### src/rtl/tx_packet_serializer.sv
// Purpose: captures rewardv2 packet fields and streams them as 16-bit words to the radio once the MAC grants a slot.
// Latency: first txValid one cycle after okToSend is sampled; 8 words (9 with TX_CHECKSUM_EN) plus one DONE cycle.
// Backpressure: txData/txLast held stable while txReady=0; a new strobe while busy is dropped and flagged on overrun.
module tx_packet_serializer #(
    parameter int                WORD_WIDTH  = 16,
    parameter logic [WORD_WIDTH-1:0] NEAR_TX_NRG = 16'h0005,
    parameter logic [WORD_WIDTH-1:0] FAR_TX_NRG  = 16'h001b
) (
    input  logic                  clk,
    input  logic                  nrst,
    input  logic                  reward_done,
    input  logic                  tx_setting,
    input  logic [2:0]            rPacketType,
    input  logic [5:0]            rTimeslot,
    input  logic [WORD_WIDTH-1:0] rSourceID,
    input  logic [WORD_WIDTH-1:0] rDestinationID,
    input  logic [WORD_WIDTH-1:0] rSourceHops,
    input  logic [WORD_WIDTH-1:0] rQValue,
    input  logic [WORD_WIDTH-1:0] rEnergyLeft,
    input  logic [WORD_WIDTH-1:0] rChosenCH,
    input  logic [WORD_WIDTH-1:0] rHopsFromCH,
    input  logic                  okToSend,
    input  logic                  txReady,
    output logic [WORD_WIDTH-1:0] txData,
    output logic                  txValid,
    output logic                  txLast,
    output logic                  txBusy,
    output logic                  txDone,
    output logic [WORD_WIDTH-1:0] txEnergyCost,
    output logic                  overrun
);

`ifdef TX_CHECKSUM_EN
    localparam logic [3:0] LAST_IDX = 4'd8;
`else
    localparam logic [3:0] LAST_IDX = 4'd7;
`endif

    typedef enum logic [1:0] {IDLE, LOADED, SEND, DONE} state_t;

    state_t                state, nextState;
    logic [3:0]            idx, nextIdx;
    logic                  capture;
    logic [WORD_WIDTH-1:0] nextWord;

    logic [2:0]            hPacketType;
    logic [5:0]            hTimeslot;
    logic [WORD_WIDTH-1:0] hSourceID, hDestinationID, hSourceHops, hQValue;
    logic [WORD_WIDTH-1:0] hEnergyLeft, hChosenCH, hHopsFromCH;
    logic                  hTxSetting;
    logic [WORD_WIDTH-1:0] word0;

    assign word0 = {hPacketType, 7'b0, hTimeslot};

`ifdef TX_CHECKSUM_EN
    logic [WORD_WIDTH-1:0] checksum;
    assign checksum = word0 ^ hSourceID ^ hDestinationID ^ hSourceHops ^ hQValue
                    ^ hEnergyLeft ^ hChosenCH ^ hHopsFromCH;
`endif

    // State and word index registers.
    always_ff @(posedge clk or negedge nrst) begin
        if (!nrst) begin
            state <= IDLE;
            idx   <= 4'd0;
        end else begin
            state <= nextState;
            idx   <= nextIdx;
        end
    end

    // Next-state logic; the handshake uses state==SEND since txValid mirrors it.
    always_comb begin
        nextState = state;
        nextIdx   = idx;
        capture   = 1'b0;
        case (state)
            IDLE: begin
                if (reward_done) begin
                    capture   = 1'b1;
                    nextState = LOADED;
                end
            end
            LOADED: begin
                if (okToSend) begin
                    nextState = SEND;
                    nextIdx   = 4'd0;
                end
            end
            SEND: begin
                if (txReady) begin
                    if (idx == LAST_IDX) nextState = DONE;
                    else                 nextIdx   = idx + 4'd1;
                end
            end
            DONE: begin
                nextState = IDLE;
                nextIdx   = 4'd0;
            end
            default: begin
                nextState = IDLE;
                nextIdx   = 4'd0;
            end
        endcase
    end

    // Captured packet fields; only written on the IDLE strobe so they stay frozen until DONE.
    always_ff @(posedge clk or negedge nrst) begin
        if (!nrst) begin
            hPacketType    <= '0;
            hTimeslot      <= '0;
            hSourceID      <= '0;
            hDestinationID <= '0;
            hSourceHops    <= '0;
            hQValue        <= '0;
            hEnergyLeft    <= '0;
            hChosenCH      <= '0;
            hHopsFromCH    <= '0;
            hTxSetting     <= 1'b0;
        end else if (capture) begin
            hPacketType    <= rPacketType;
            hTimeslot      <= rTimeslot;
            hSourceID      <= rSourceID;
            hDestinationID <= rDestinationID;
            hSourceHops    <= rSourceHops;
            hQValue        <= rQValue;
            hEnergyLeft    <= rEnergyLeft;
            hChosenCH      <= rChosenCH;
            hHopsFromCH    <= rHopsFromCH;
            hTxSetting     <= tx_setting;
        end
    end

    // Word selected by the index that will be current next cycle.
    always_comb begin
        nextWord = '0;
        case (nextIdx)
            4'd0: nextWord = word0;
            4'd1: nextWord = hSourceID;
            4'd2: nextWord = hDestinationID;
            4'd3: nextWord = hSourceHops;
            4'd4: nextWord = hQValue;
            4'd5: nextWord = hEnergyLeft;
            4'd6: nextWord = hChosenCH;
            4'd7: nextWord = hHopsFromCH;
`ifdef TX_CHECKSUM_EN
            4'd8: nextWord = checksum;
`endif
            default: nextWord = '0;
        endcase
    end

    // Outputs registered from the next state so they line up with the state they describe.
    always_ff @(posedge clk or negedge nrst) begin
        if (!nrst) begin
            txData       <= '0;
            txValid      <= 1'b0;
            txLast       <= 1'b0;
            txBusy       <= 1'b0;
            txDone       <= 1'b0;
            txEnergyCost <= '0;
            overrun      <= 1'b0;
        end else begin
            txValid      <= (nextState == SEND);
            txLast       <= (nextState == SEND) && (nextIdx == LAST_IDX);
            txData       <= (nextState == SEND) ? nextWord : '0;
            txBusy       <= (nextState != IDLE);
            txDone       <= (nextState == DONE);
            txEnergyCost <= (nextState == DONE) ? (hTxSetting ? FAR_TX_NRG : NEAR_TX_NRG) : '0;
            overrun      <= reward_done && (state != IDLE);
        end
    end

endmodule

### config.mk
export PLATFORM = sky130hd
export DESIGN_NAME = tx_packet_serializer
export DESIGN_NICKNAME = d
export VERILOG_FILES = /design/src/rtl/tx_packet_serializer.sv
export SDC_FILE = /design/constraint.sdc
export NUM_CORES = 1
export LEC_CHECK = 0
export CORE_MARGIN = 2
export CORE_UTILIZATION = 40
export DETAILED_ROUTE_END_ITERATION = 10
export GPL_TIMING_DRIVEN = 1
export HOLD_SLACK_MARGIN = 0.08
export PLACE_DENSITY = 0.69
export SLEW_MARGIN = 5
export SYNTH_ARGS = -nofsm -noshare
export SYNTH_HDL_FRONTEND = slang
export SYNTH_SLANG_ARGS = --single-unit
### constraint.sdc
create_clock -name clk -period 2.1 [get_ports clk]
set_input_delay 0.42 -clock clk [delete_from_list [all_inputs] [get_ports clk]]
set_output_delay 0.42 -clock clk [all_outputs]
set_load 0.02 [all_outputs]
Word-level counts from Yosys, hierarchy flattened
Index checks and enable logic that the tools add are counted.
{ "classes": {"addsub": 1, "n_eq_ne": 13, "mux": 15, "n_reduce_logical": 6} }
{ "op_table": {"columns": ["op", "n"], "rows": [
  ["16-bit case mux with 8 select lines", 1],
  ["4-bit by 3-bit equality test with 1-bit output (second input constant)", 5],
  ["16-bit 2-to-1 mux", 1],
  ["4-bit 2-to-1 mux", 3],
  ["4-bit case mux with 3 select lines", 1],
  ["5-bit 2-to-1 mux", 2],
  ["2-bit equality test (second input constant)", 4],
  ["4-bit by 2-bit equality test with 1-bit output (second input constant)", 2],
  ["2-bit 2-to-1 mux", 4],
  ["2-bit case mux with 4 select lines", 1],
  ["4-bit by 1-bit adder with 4-bit output (second input constant)", 1],
  ["4-bit by 1-bit equality test with 1-bit output (second input constant)", 1],
  ["4-bit logical NOT", 1],
  ["2-bit nonzero test", 2],
  ["2-bit by 1-bit equality test with 1-bit output (second input constant)", 1],
  ["1-bit logical AND", 2],
  ["2-bit logical NOT", 1],
  ["1-bit 2-to-1 mux", 2]
]} }
{ "word_totals": {"reg_bits": 154, "input_bits": 127, "word_cells": 54} }

Logic depth before layout (Yosys ltp)
Gate-level depths: netlist of run 1.
{ "logic_depth": {"ltp_word": 7, "depth_mapped": 9, "mapped_depth_nobuf": 8} }

Worst setup path after synthesis of run 1
No wires, ideal clock.
{ "synth_path": {"kind": "register to register", "from": "register idx[1]", "to": "register txData[4]", "setup_time_ns": 0.119, "arrival_time_ns": 2.201, "slack_ns": -0.220, "stages_incl_launch_ff": 9, "path_buffers": 1, "synth_period_minus_slack_ns": 2.320, "cell_sequence": "dfrtp_1 -> ha_1 -> and3b_4 -> nor4b_4 -> a211oi_2 -> buf_2 -> a221oi_1 -> o22ai_1 -> o21ba_1"} }
{ "synth_between": {"elab_chain_len": 7, "word_cells_on_any_way": 20, "classes_between": "add/sub (1); eq/ne (9); mux (9); reduce/logical (1)"} }
{ "synth_rtl": {"columns": ["element", "line_no", "source"], "rows": [
  ["start, declared", "42", "logic [3:0] idx, nextIdx;"],
  ["start signal, assigned", "68", "idx <= nextIdx;"],
  ["4-bit by 1-bit adder with 4-bit output or 4-bit by 3-bit equality test with 1-bit output (tied branches)", "93, 92", null],
  ["4-bit 2-to-1 mux", "92", "if (idx == LAST_IDX) nextState = DONE;"],
  ["4-bit 2-to-1 mux", "91", "if (txReady) begin"],
  ["4-bit case mux with 3 select lines", "77", "case (state)"],
  ["4-bit by 3-bit equality test with 1-bit output, or another cell as far along", "137", "case (nextIdx)"],
  ["16-bit case mux with 8 select lines", "137", null],
  ["16-bit 2-to-1 mux *", "166", "txData <= (nextState == SEND) ? nextWord : '0;"],
  ["end signal, assigned", "166", null],
  ["end, declared", "24", "output logic [WORD_WIDTH-1:0] txData,"]
]} }
Mark *: on every way between the ends. The rest lies on a longest branch, timed or not.
A chain may end at the register's enable or synchronous reset.

Final worst setup path of run 1
{ "layout_path": {"from": "register idx[1]", "to": "register txData[8]"} }
The elaborated chain is that of the path after synthesis.

==> results by group, run 1 <==
Setup path
  – CP Data Arrival Time: 2.58 ns
  – Type of origin of the critical path: register
  – Worst path required time: 2.42 ns
  – Worst Setup Path Type: reg2reg
  – Crit path capture type: register
  – CP max FO: 5

Power and ir drop
  – Power per cell area: 1410 nW/um2
  – Worst vdd ir: 0.744 mV
  – Leakage power: 4.28 nW

Timing
  – Fin Hold WS: 0.442 ns
  – Final WS setup: -0.168 ns
  – Final Hold Fails: 0
  – RSZ-0062 raised after global routing: true
  – Crit share post-route: 108%
  – Skew final: 0.00862 ns
  – Pins Over Slew Limit: 0
  – Setup TNS Final: -1.42 ns
  – Upper clock frequency limit: 0.441 GHz
  – Final setup fails: 16
  – Period minus WS final: 2.27 ns

Final layout
  – Multi-input gate area: 2990 um2
  – Nets: 836
  – Register area: 3780 um2
  – Finished layout cell area: 9970 um2
  – Layout cells sized above 1: 39.8%
  – P&R area growth vs syn: 48.9%
  – Most frequent cells in the layout: dfrtp_1 (151), clkdlybuf4s50_1 (151), mux2_2 (122), buf_4 (60), clkbuf_16 (17)
  – Number of antenna repair diodes: 0
  – Fillcell total: 1260

Outcome
  – Status: complete, but fails checks
  – Failing checks: setup timing

GRT
  – Pin count of the biggest net entering global routing: 52
  – Vias in the first global route: 5193
  – First-pass GRT wire length: 28.4 mm
  – Global route overflow: 0
  – Total GRT Usage: 21.1%
  – Initial antenna violation count: 0

Clock tree
  – CTS buffer count: 17
  – Clock Latency Late Sink: 0.43 ns
  – # clock sinks: 151
  – CTS tree: yes
  – H-tree depth: 4
  – Clk slew on worst S/H paths: 0.06 ns
  – Root Driver: clkbuf_16
  – Max Buffers Root-to-Sink: 2

Die
  – Die ar.: 17800 um2
  – I/O pins: 164
  – Die W: 133 um
  – Number of core rows: 47
  – Chip Height: 133 um
  – Initial core utilization: 40.7%
  – Core Region: 16500 um2

Logic synthesis
  – Syn avg cell area: 13.7 um2
  – Number of synthesized flops with an enable pin: 0
  – Sequential share of the synthesized area: 56.4%
  – Synthesized flop and latch total: 151
  – Synth top area share: 56.4%
  – Synth warn: 0
  – Distinct cells, synth: 52
  – Synth top area cells: dfrtp_1 (56%), mux2_2 (21%), a221oi_1 (3.1%), mux2i_1 (2.7%), buf_4 (1.6%)
  – Cell Area, Synth: 6700 um2
  – Post-synth top area cell: dfrtp_1
  – Top_reg_cell synth: dfrtp_1
  – Mapped Cells: 488
  – Async SR Flop Fraction: 100%

Worst hold path
  – HP Class: reg2reg

Routing
  – Routed Antenna Nets: 0
  – Iteration-0 DRC count of the detailed router: 257
  – Drt total wl: 18.3 mm
  – DRC: 0
  – Routed vias/inst: 5.29
  – DRT Pass-1 Iters: 5
  – Vias after detailed routing: 4975
  – WL per Instance: 19.5 um

Placed design
  – Port bufs: 152
  – Final Wtd Congestion: 0.893
  – DPL Wire Length: 13.4 mm
  – Cell Area, Placed: 8960 um2

Flow run
  – Max Cap Viol: 0
-- path summary, 6_finish.rpt --
path                            start            endpoint  slack [ns]  cells past startpoint
max in group asynchronous        nrst     txEnergyCost[2]        0.93                      3
max reg2reg                    idx[1]           txData[8]       -0.17                      8
min                        hTxSetting     txEnergyCost[2]        0.44                      1
min reg2reg                hTxSetting     txEnergyCost[2]        0.44                      1
max                            idx[1]           txData[8]       -0.17                      8
min in group asynchronous        nrst  hDestinationID[15]        0.51                      2
-- through the flow --
step | total power [W] | setup slack, ns | utilization (%) | std cells
floorplan | 0.00817 | -0.124 | - | 498
global placement | 0.0101 | -0.543 | 54.4 | 892
detailed placement | 0.0103 | -0.543 | 54.4 | 892
CTS | 0.0137 | -0.0992 | 59.2 | 932
global route | 0.0148 | -0.273 | 60.6 | 941
finish | 0.0140 | -0.168 | 60.6 | 941
-- report_power, final --
group	total [W]	internal [W]	leakage, nW	switching (W)
clock	0.00301	0.00179	0.280	0.00122
sequential	0.00523	0.00429	1.82	0.000941
combinational	0.00579	0.00333	2.18	0.00246
-- critical path: stages (launching register included) --
cell and delay [ns]:
dfrtp_1 0.41, ha_4 0.19, and3b_4 0.21, o211a_1 0.32, nor2_4 0.20, buf_12 0.14, mux2i_1 0.32, o221ai_2 0.15
o21ba_2 0.22
-- per-layer routing --
layer	part of all wire (%)	global-route usage, %
met1	43	28.4
met2	50	33.9
met3	5.3	4.38
met4	1.9	7.98
met5	0	0
-- state kept, by name (all words and copies together), names as in the netlist, 2 cells and up --
| register | flops |
|---|---|
| hDestinationID | 16 |
| hSourceHops | 16 |
| hHopsFromCH | 16 |
| hChosenCH | 16 |
| hSourceID | 16 |
| hPacketType | 3 |
| hTimeslot | 6 |
| txData | 16 |
| state | 2 |
| txEnergyCost | 3 |
| idx | 4 |
| hQValue | 16 |
| hEnergyLeft | 16 |
-- area by class of cell --
cell class	count	share of cell area [%]
Clock buffer	19	4.44
Tap cell	220	2.76
Sequential cell	151	37.9
Inverter	5	0.238
Timing Repair Buffer	233	23.2
Multi-Input combinational cell	300	30.0
Clock inverter	13	1.49
-- synthesized netlist by cell type, types with 7 or more instances --
cell and number:
a21oi_1 11, a221oi_1 24, a22oi_1 10, and3_1 8, buf_2 14, buf_4 14, clkbuf_1 14, dfrtp_1 151
mux2_2 122, mux2i_1 18, nand2_1 14, nand3_1 7, nor2_1 7, o21ba_1 8, o22ai_1 7
-- repair_timing --
action                                  CTS  global route
cloned                                    0             0
endpoints found under the hold margin    47             0
hold buffers                              1             0
gates resized for setup                  23            31
endpoints found under the setup margin   16            16
setup buffers                             7             9
pin swaps                                11            21
-- logic make-up (layout without fill, tap and decap cells) --
group | Yosys count | in the layout | synth area share, %
other | 1 | 11 | 0.0560
AND/OR/NAND/NOR | 59 | 59 | 5.25
buffers and inverters | 47 | 270 | 3.68
AO/OA/AOI/OAI | 89 | 89 | 11.2
adder cells (fa/ha/maj) | 1 | 1 | 0.187
multiplexers | 140 | 140 | 23.2
flip-flops | 151 | 151 | 56.4
Note: power is estimated with default switching activity, not from simulation.
==> run 2, diff against run 1 <==
MAX_ROUTING_LAYER = met4   (was default)
PLACE_DENSITY = 0.67   (was 0.69)
clock period = 2.78 ns   (was 2.1 ns; I/O delays follow)
==> results by group, run 2 (synthesized netlist as in run 1, its figures left out) <==
GRT
  – Initial antenna violation count: 0 (unchanged)
  – Global route overflow: 0 (unchanged)
  – First-pass GRT wire length: 27.3 mm (-4.1%)
  – Vias in the first global route: 4991 (-3.9%)
  – Total GRT Usage: 20.9% (-0.25 points)
  – Pin count of the biggest net entering global routing: 76 (+46%)

Power and ir drop
  – Leakage power: 3.99 nW (-6.8%)
  – Clock share of power: 24.7% (+3.2 points)
  – Sequential power share: 38.9% (+1.6 points)
  – Worst vdd ir: 0.563 mV (-24%)
  – Comb pwr share: 36.4% (-4.8 points)
  – Int Pwr: 0.00677 W (-28%)
  – NetSw: 0.00308 W (-33%)
  – Sw Ratio: 31.2% (-1.7 points)
  – Power per cell area: 1060 nW/um2 (-24%)

Placed design
  – Port bufs: 152 (unchanged)
  – DPL Wire Length: 12.4 mm (-7.8%)
  – Final Wtd Congestion: 0.809 (-9.3%)
  – Dpl ws: -0.382 ns (+0.161 ns)

Timing
  – RSZ-0062 raised after global routing: false
  – Final Hold Fails: 0 (unchanged)
  – Final setup fails: 0 (-16)
  – Slew @ Worst Pin: 0.966 ns
  – Slew headroom: 34.9%
  – Period minus WS final: 2.60 ns (+0.328 ns)
  – Skew final: 0.00566 ns (-0.00296 ns)
  – Pins Over Slew Limit: 0 (unchanged)
  – Setup TNS Final: 0 ns (+1.42 ns)
  – Crit share post-route: 93.4% (-15 points)
  – Final WS setup: 0.184 ns (+0.352 ns)
  – Upper clock frequency limit: 0.385 GHz (-13%)

Clock tree
  – Max Buffers Root-to-Sink: 2 (unchanged)
  – Post-CTS setup buffer count: 0 (-7)
  – Clock Latency Late Sink: 0.42 ns (about the same)
  – Root Driver: clkbuf_16
  – # clock sinks: 151 (unchanged)
  – H-tree depth: 4 (unchanged)
  – CTS tree: yes
  – CTS buffer count: 17 (unchanged)
  – Clk slew on worst S/H paths: 0.06 ns (about the same)

Setup path
  – Worst-path cell chain: ha_1 -> and4b_1 -> o221ai_4 -> buf_4 -> inv_2 -> a21oi_2 -> buf_4 -> nand3_1 -> o221ai_1 -> o21ba_2
  – CP Data Arrival Time: 2.96 ns (+0.38 ns)
  – Slowest CP cell: a21oi_2
  – Crit-path most repeated cell: buf_4
  – Worst path required time: 3.14 ns (+0.72 ns)
  – CP top delay family: compound AO/OA/AOI/OAI gates
  – Type of origin of the critical path: register
  – Slowest stage delay, CP: 0.40 ns (about the same)
  – CP max FO: 15 (+10)
  – Crit path capture type: register
  – Crit path launch: idx[0]
  – Worst Setup Path Type: reg2reg
  – Reg-to-reg slack, setup: 0.18 ns (+0.35 ns)
  – FF-to-FF Start: idx[0]
  – Worst Path Buf+Inv: 3 (+2)

Final layout
  – Layout cells sized above 1: 30.1% (-9.7 points)
  – Fillcell total: 1344 (+6.7%)
  – Fin util: 56.2% (-4.3 points)
  – P&R area growth vs syn: 38.2%
  – Number of antenna repair diodes: 0 (unchanged)
  – Register area: 3780 um2 (unchanged)
  – Nets: 786 (-6.0%)
  – Most frequent cells in the layout: dfrtp_1 (151), clkdlybuf4s50_1 (151), mux2_2 (122), buf_4 (26), a221oi_1 (24)
  – Multi-input gate area: 2730 um2 (-8.6%)

Die
  – Core Region: 16500 um2 (unchanged)
  – Number of core rows: 47 (unchanged)
  – Initial core utilization: 40.7% (unchanged)
  – Die W: 133 um (unchanged)
  – Die ar.: 17800 um2 (unchanged)
  – Chip Height: 133 um (unchanged)
  – I/O pins: 164 (unchanged)

Routing
  – DRC: 0 (unchanged)
  – DRT Pass-1 Iters: 5 (unchanged)
  – Vias after detailed routing: 4654 (-6.5%)
  – WL per Instance: 19.4 um (-0.46%)
  – Routed vias/inst: 5.22 (-1.2%)
  – Iteration-0 DRC count of the detailed router: 271 (+5.4%)
  – Routed Antenna Nets: 0 (unchanged)
  – Drt total wl: 17.3 mm (-5.7%)

Outcome
  – Status: finished clean

Worst hold path
  – HP Class: in2async

Flow run
  – Max Cap Viol: 0 (unchanged)
run 2: cell type report:
type | instances | area share (%)
flip-flops and latches | 151 | 40.8
multi-input cells | 300 | 29.5
repair buffers | 183 | 19.6
clock buffers | 20 | 4.93
well taps | 220 | 2.97
clock inverters | 12 | 1.89
inverters | 5 | 0.203
run 2: power by group through the flow:
stage / Combinational [W] / Sequential, W / Clock, W
final: 0.00359 / 0.00383 / 0.00243
after global routing: 0.00388 / 0.00396 / 0.00257
after CTS: 0.00362 / 0.00384 / 0.00247
after detailed placement: 0.00359 / 0.00387 / 0
after global placement: 0.00347 / 0.00382 / 0
after floorplan: 0.00237 / 0.00374 / 0
run 2: worst paths after layout:
| check | endpoint | cells past startpoint |
|---|---|---|
| setup / recovery | txData[10] | 10 |
| hold / removal | hChosenCH[15] | 1 |
| setup reg to reg | txData[10] | 10 |
| hold reg to reg | txEnergyCost[2] | 1 |
| max in group asynchronous | hEnergyLeft[14] | 2 |
| min in group clk | txEnergyCost[2] | 1 |
run 2: stage by stage:
step	cells	total power [W]	cell area (um2)	hold WS (ns)
finish	891	0.00985	9260	0.155
global route	891	0.0104	9260	0.185
CTS	891	0.00992	9250	0.171
detailed placement	859	0.00746	8620	0.452
global placement	859	0.00729	8620	0.452
floorplan	498	0.00611	6730	0.260
run 2: layer usage:
metal | vias to the layer above | track usage, % | routed length [um]
met5 | - | - | 0
met4 | 0 | 5.91 | 169
met3 | 15 | 5.44 | 833
met2 | 134 | 33.4 | 8590
met1 | 2349 | 26.3 | 7670
li1 | 2156 | - | -
run 2: repair_timing:
item,4_1_cts,5_1_grt
hold endpoints to repair,0,0
endpoints found under the setup margin,0,5
hold buffers,0,0
resized for setup,0,1
==> run 3, diff against run 2 <==
ABC_CLOCK_PERIOD_IN_PS = 2780   (was default)
SLEW_MARGIN = 20   (was 5)
==> results of run 3 <==
The final DEF is identical to that of run 2; final timing and power are the same.
==> RTL change 1: new RTL, config.mk and constraints of run 3 <==
Add a define of `TX_CHECKSUM_EN`.
--- a/src/rtl/tx_packet_serializer.sv
+++ b/src/rtl/tx_packet_serializer.sv
@@ -1,6 +1,8 @@
 // Purpose: captures rewardv2 packet fields and streams them as 16-bit words to the radio once the MAC grants a slot.
 // Latency: first txValid one cycle after okToSend is sampled; 8 words (9 with TX_CHECKSUM_EN) plus one DONE cycle.
 // Backpressure: txData/txLast held stable while txReady=0; a new strobe while busy is dropped and flagged on overrun.
+`define TX_CHECKSUM_EN
+
 module tx_packet_serializer #(
     parameter int                WORD_WIDTH  = 16,
     parameter logic [WORD_WIDTH-1:0] NEAR_TX_NRG = 16'h0005,
Check against the original RTL: not equivalent (a bounded check fails within 10 cycles, from zero or initial values and one cycle with nrst low).
==> RTL change 1 against run 3 <==
- fmax rose by 0.64%
- sequential cell count unchanged
- total power is 34% higher
- cell count rose by 27%
- setup slack improved by 0.016 ns
- cell area rose by 14%
- via count grew 23%
- global-route usage is 0.19 points lower
- synthesized cell count rose by 36%
- synthesized area is 18% higher
- utilization fell by 1.6 points
- routed wire length up 16%
- die area increased by 17%
- critical endpoint is now txData[2]$_DFF_PN0_
==> RTL change 1: results (changes against run 3) <==
* Outcome: complete, no violations
* Routing usage on met1 at 29.0% (+2.7 points)
* DP Worst Slack at -0.0539 ns (+0.328 ns)
* Met3 routed WL at 1130 um (+36%)
* First-pass GRT wire length at 31,400 um (+15%)
* Largest net degree at the start of global routing at 48 (-37%)
* Met3 GRT Util at 4.40% (-1.0 points)
* Worst setup margin at 0.200 ns (+0.0164 ns)
* HP Class: reg -> reg
* Multi-In Gates at 468 (+56%)
* Proportion of layout cells with a drive suffix above 1 at 27.1% (-3.0 points)
* Non-clock buffer share at 19.1% (-0.53 points)
* Comb power at 6590 uW (+84%)
* Layout clock buffer count at 18 (-10%)
* ClkCell Share at 5.53% (-1.3 points)
* DP HPWL at 15,100 um (+22%)
* Sw frac at 36.5% (+5.2 points)
* Final #Nets at 987 (+26%)
* Seq pwr at 4340 uW (+13%)
* Via count at 5,745 (+23%)
* Multi-input logic portion of the cell area at 36.2% (+6.6 points)
* GR Util All Layers at 20.7% (-0.19 points)
* CP max FO at 6 (-9)
* Non-CTS inverters at 10 (+5)
* Buffers excl. clock at 210 (+15%)
* Worst vdd ir at 0.553 mV (-1.7%)
* Metal2 WL at 9240 um (+7.5%)
* Fin Clk Skew at 0.00625 ns (+0.000593 ns)
* Postcts setup bufs at 0 (unchanged)
* CP endpoint: txData[2]$_DFF_PN0_
* Synth top cells by count: dfrtp_1 (151), mux2_2 (132), xnor2_1 (88)
* Synth Register Bits at 151 (unchanged)
* GR Util met2 at 30.6% (-2.8 points)
* Post-CTS Hold Buffers at 1 (+1)
* LEAKAGE at 0.00427 uW (+7.1%)
* Post-synthesis sequential area ratio at 48.0% (-8.4 points)
* Combinational power share at 49.8% (+13 points)
* Critical path arrival at 2.90 ns (-0.06 ns)
* Sequential share of cell area at 35.7% (-5.1 points)
* M1 WL at 9420 um (+23%)
* Top cells by area, synth: dfrtp_1 (48%), mux2_2 (19%), xnor2_1 (9.8%)
* Synth cell types at 56 (+7.7%)
* Fillers at 1,728 (+29%)
-- RTL change 1: logic make-up (layout without fill, tap and decap cells) --
group,count (synthesis),count (layout),share of synthesized area (%)
DFF,151,151,48.0
and+or+nand+nor,112,112,6.82
xor gates and xnor gates,99,99,11.4
muxes,146,146,20.7
other,1,11,0.0476
buffers and inverters,56,251,3.91
AOI/OAI and AO/OA,98,98,8.87
adders and majority gates,2,2,0.318
-- RTL change 1: worst max-delay path: stages (launching register included) --
cell and delay [ns]:
dfrtp_1 0.42, inv_1 0.06, ha_1 0.19, and3b_4 0.21
or4_4 0.49, buf_4 0.16, a211oi_4 0.22, buf_4 0.19
a221oi_1 0.09, a31o_2 0.22, a311oi_1 0.24
-- RTL change 1: metrics by stage --
step / hold slack [ns] / cells / area [um^2]
final: 0.444 / 1135 / 10600
after global routing: 0.464 / 1135 / 10600
after CTS: 0.444 / 1135 / 10600
after detailed placement: 0.436 / 1103 / 9990
after global placement: 0.435 / 1103 / 9990
after floorplan: 0.260 / 675 / 7910
==> RTL change 2: new RTL, settings of run 3 <==
Without the edit above. The output `txData` loses its register stage (`txData` becomes a continuous assignment).
--- a/src/rtl/tx_packet_serializer.sv
+++ b/src/rtl/tx_packet_serializer.sv
@@ -153,7 +153,6 @@
     // Outputs registered from the next state so they line up with the state they describe.
     always_ff @(posedge clk or negedge nrst) begin
         if (!nrst) begin
-            txData       <= '0;
             txValid      <= 1'b0;
             txLast       <= 1'b0;
             txBusy       <= 1'b0;
@@ -163,7 +162,6 @@
         end else begin
             txValid      <= (nextState == SEND);
             txLast       <= (nextState == SEND) && (nextIdx == LAST_IDX);
-            txData       <= (nextState == SEND) ? nextWord : '0;
             txBusy       <= (nextState != IDLE);
             txDone       <= (nextState == DONE);
             txEnergyCost <= (nextState == DONE) ? (hTxSetting ? FAR_TX_NRG : NEAR_TX_NRG) : '0;
@@ -171,5 +169,7 @@
         end
     end
 
+    assign txData = (nextState == SEND) ? nextWord : '0;
+
 endmodule
 
Function: changed (a bounded check fails within 4 cycles, from zero or initial values and one cycle with nrst low).
==> RTL change 2 against run 3 <==
- sequential cell count fell by 16
- routed wire length down 3.0%
- the flow now finishes with violations (negative setup slack)
- clock power shrank 5%
- cell area is 1.7% higher
- critical endpoint is now txData[9]
- synthesized area is 6.5% lower
- first-iteration DRC count shrank 25%
- setup slack lost 0.73 ns
- cell count up 0.34%
- non-clock buffer count up 33
- register-to-register slack gained 0.52 ns
- total power is 3.2% higher
- die area fell by 6.3%
==> RTL change 2: results (changes against run 3) <==
* ClkCell Share at 6.51% (-0.31 points)
* First-pass GRT wire length at 26,100 um (-4.4%)
* Critical path arrival at 2.77 ns (-0.19 ns)
* Routed vias/inst at 5.21 (-0.19%)
* Proportion of layout cells with a drive suffix above 1 at 40.1% (+10 points)
* DP HPWL at 12,400 um (+0.22%)
* Post-synthesis sequential area ratio at 54.0% (-2.4 points)
* GR Util All Layers at 21.5% (+0.64 points)
* Non-clock buffer share at 22.9% (+3.2 points)
* Vias in the first global route at 5,016 (+0.50%)
* Iteration-0 DRC Markers at 202 (-25%)
* CP max FO at 7 (-8)
* Largest net degree at the start of global routing at 65 (-14%)
* Initial DRT Pass Iterations at 4 (-1)
* Layout clock buffer count at 18 (-10%)
* LEAKAGE at 0.00390 uW (-2.2%)
* Non-CTS inverters at 4 (-1)
* Worst vdd ir at 0.527 mV (-6.4%)
* Setup violations, final at 16 (+16)
* Sequential power share at 34.8% (-4.1 points)
* Final setup TNS at -8.34 ns (-8.34 ns)
* Combinational power share at 42.5% (+6.1 points)
* Sequential share of cell area at 35.9% (-4.9 points)
* DP Worst Slack at -1.04 ns (-0.658 ns)
* Violated checks: negative setup slack
* Outcome: finished with violations
* RePlAce Congestion at 0.871 (+7.6%)
* Total Wirelength at 16,700 um (-3.0%)
* Top delay family on crit path: simple AND/OR/NAND/NOR gates
* H-tree depth at 4 (unchanged)
* Worst setup margin at -0.545 ns (-0.729 ns)
* Multi-input logic portion of the cell area at 31.7% (+2.2 points)
* Fin Clk Skew at 0.0104 ns (+0.00478 ns)
* Final #Nets at 798 (+1.5%)
* Sw frac at 33.7% (+2.4 points)
* Buffers excl. clock at 216 (+18%)
* Top cells by area, synth: dfrtp_1 (54%), mux2_2 (18%), mux2_1 (3.8%)
* Synth cell types at 53 (+1.9%)
* Fillers at 1,220 (-9.2%)
* Multi-In Gates at 296 (-1.3%)
* Synth top cells by count: dfrtp_1 (135), mux2_2 (102), mux2_1 (21)
* Synth Register Bits at 135 (-11%)
## RTL change 2: layer usage
metal  part of all wire (%)  wire [um]  GRT usage (%)
met5                      0          0              -
met3                    7.3       1220           7.14
met4                    1.4        238           6.39
met2                     49       8270           35.0
met1                     42       7030           25.6
## RTL change 2: kinds of logic after synthesis
| family | Yosys count | share of synthesized area [%] |
|---|---|---|
| AO/OA/AOI/OAI | 100 | 12.7 |
| adder cells (fa/ha/maj) | 1 | 0.200 |
| buffers and inverters | 49 | 4.34 |
| flip-flops | 135 | 54.0 |
| multiplexers | 137 | 24.6 |
| other | 1 | 0.0599 |
| AND/OR/NAND/NOR | 47 | 4.12 |
## RTL change 2: timing repair
| action | 4_1_cts | 5_1_grt |
|---|---|---|
| gates resized for setup | 115 | 14 |
| endpoints found under the setup margin | 16 | 16 |
| pin swaps | 8 | 6 |
| buffers inserted | 0 | 1 |
| gates cloned | 0 | 0 |
| hold endpoints to repair | 0 | 0 |
## RTL change 2: final timing paths
kind,slack (ns),start,depth (start not counted),to
worst max-delay path,-0.54,idx[1]$_DFF_PN0_,11,txData[9]
worst min-delay path,0.10,nrst,1,txEnergyCost[2]$_DFF_PN0_
worst max register to register,0.70,idx[1]$_DFF_PN0_,8,txLast$_DFF_PN0_
worst min register to register,0.46,hTxSetting$_DFFE_PN0P_,1,txEnergyCost[2]$_DFF_PN0_
max in group asynchronous,1.89,nrst,2,hDestinationID[4]$_DFFE_PN0P_
min in group clk,0.46,hTxSetting$_DFFE_PN0P_,1,txEnergyCost[2]$_DFF_PN0_
## RTL change 2: metrics by stage
step,area [um^2],hold slack [ns],std cells
6_report,9410,0.103,894
2_1_floorplan,6500,0.260,480
4_1_cts,9340,0.126,893
5_1_grt,9410,0.153,894
3_5_place_dp,8610,0.464,861
3_3_place_gp,8610,0.425,861
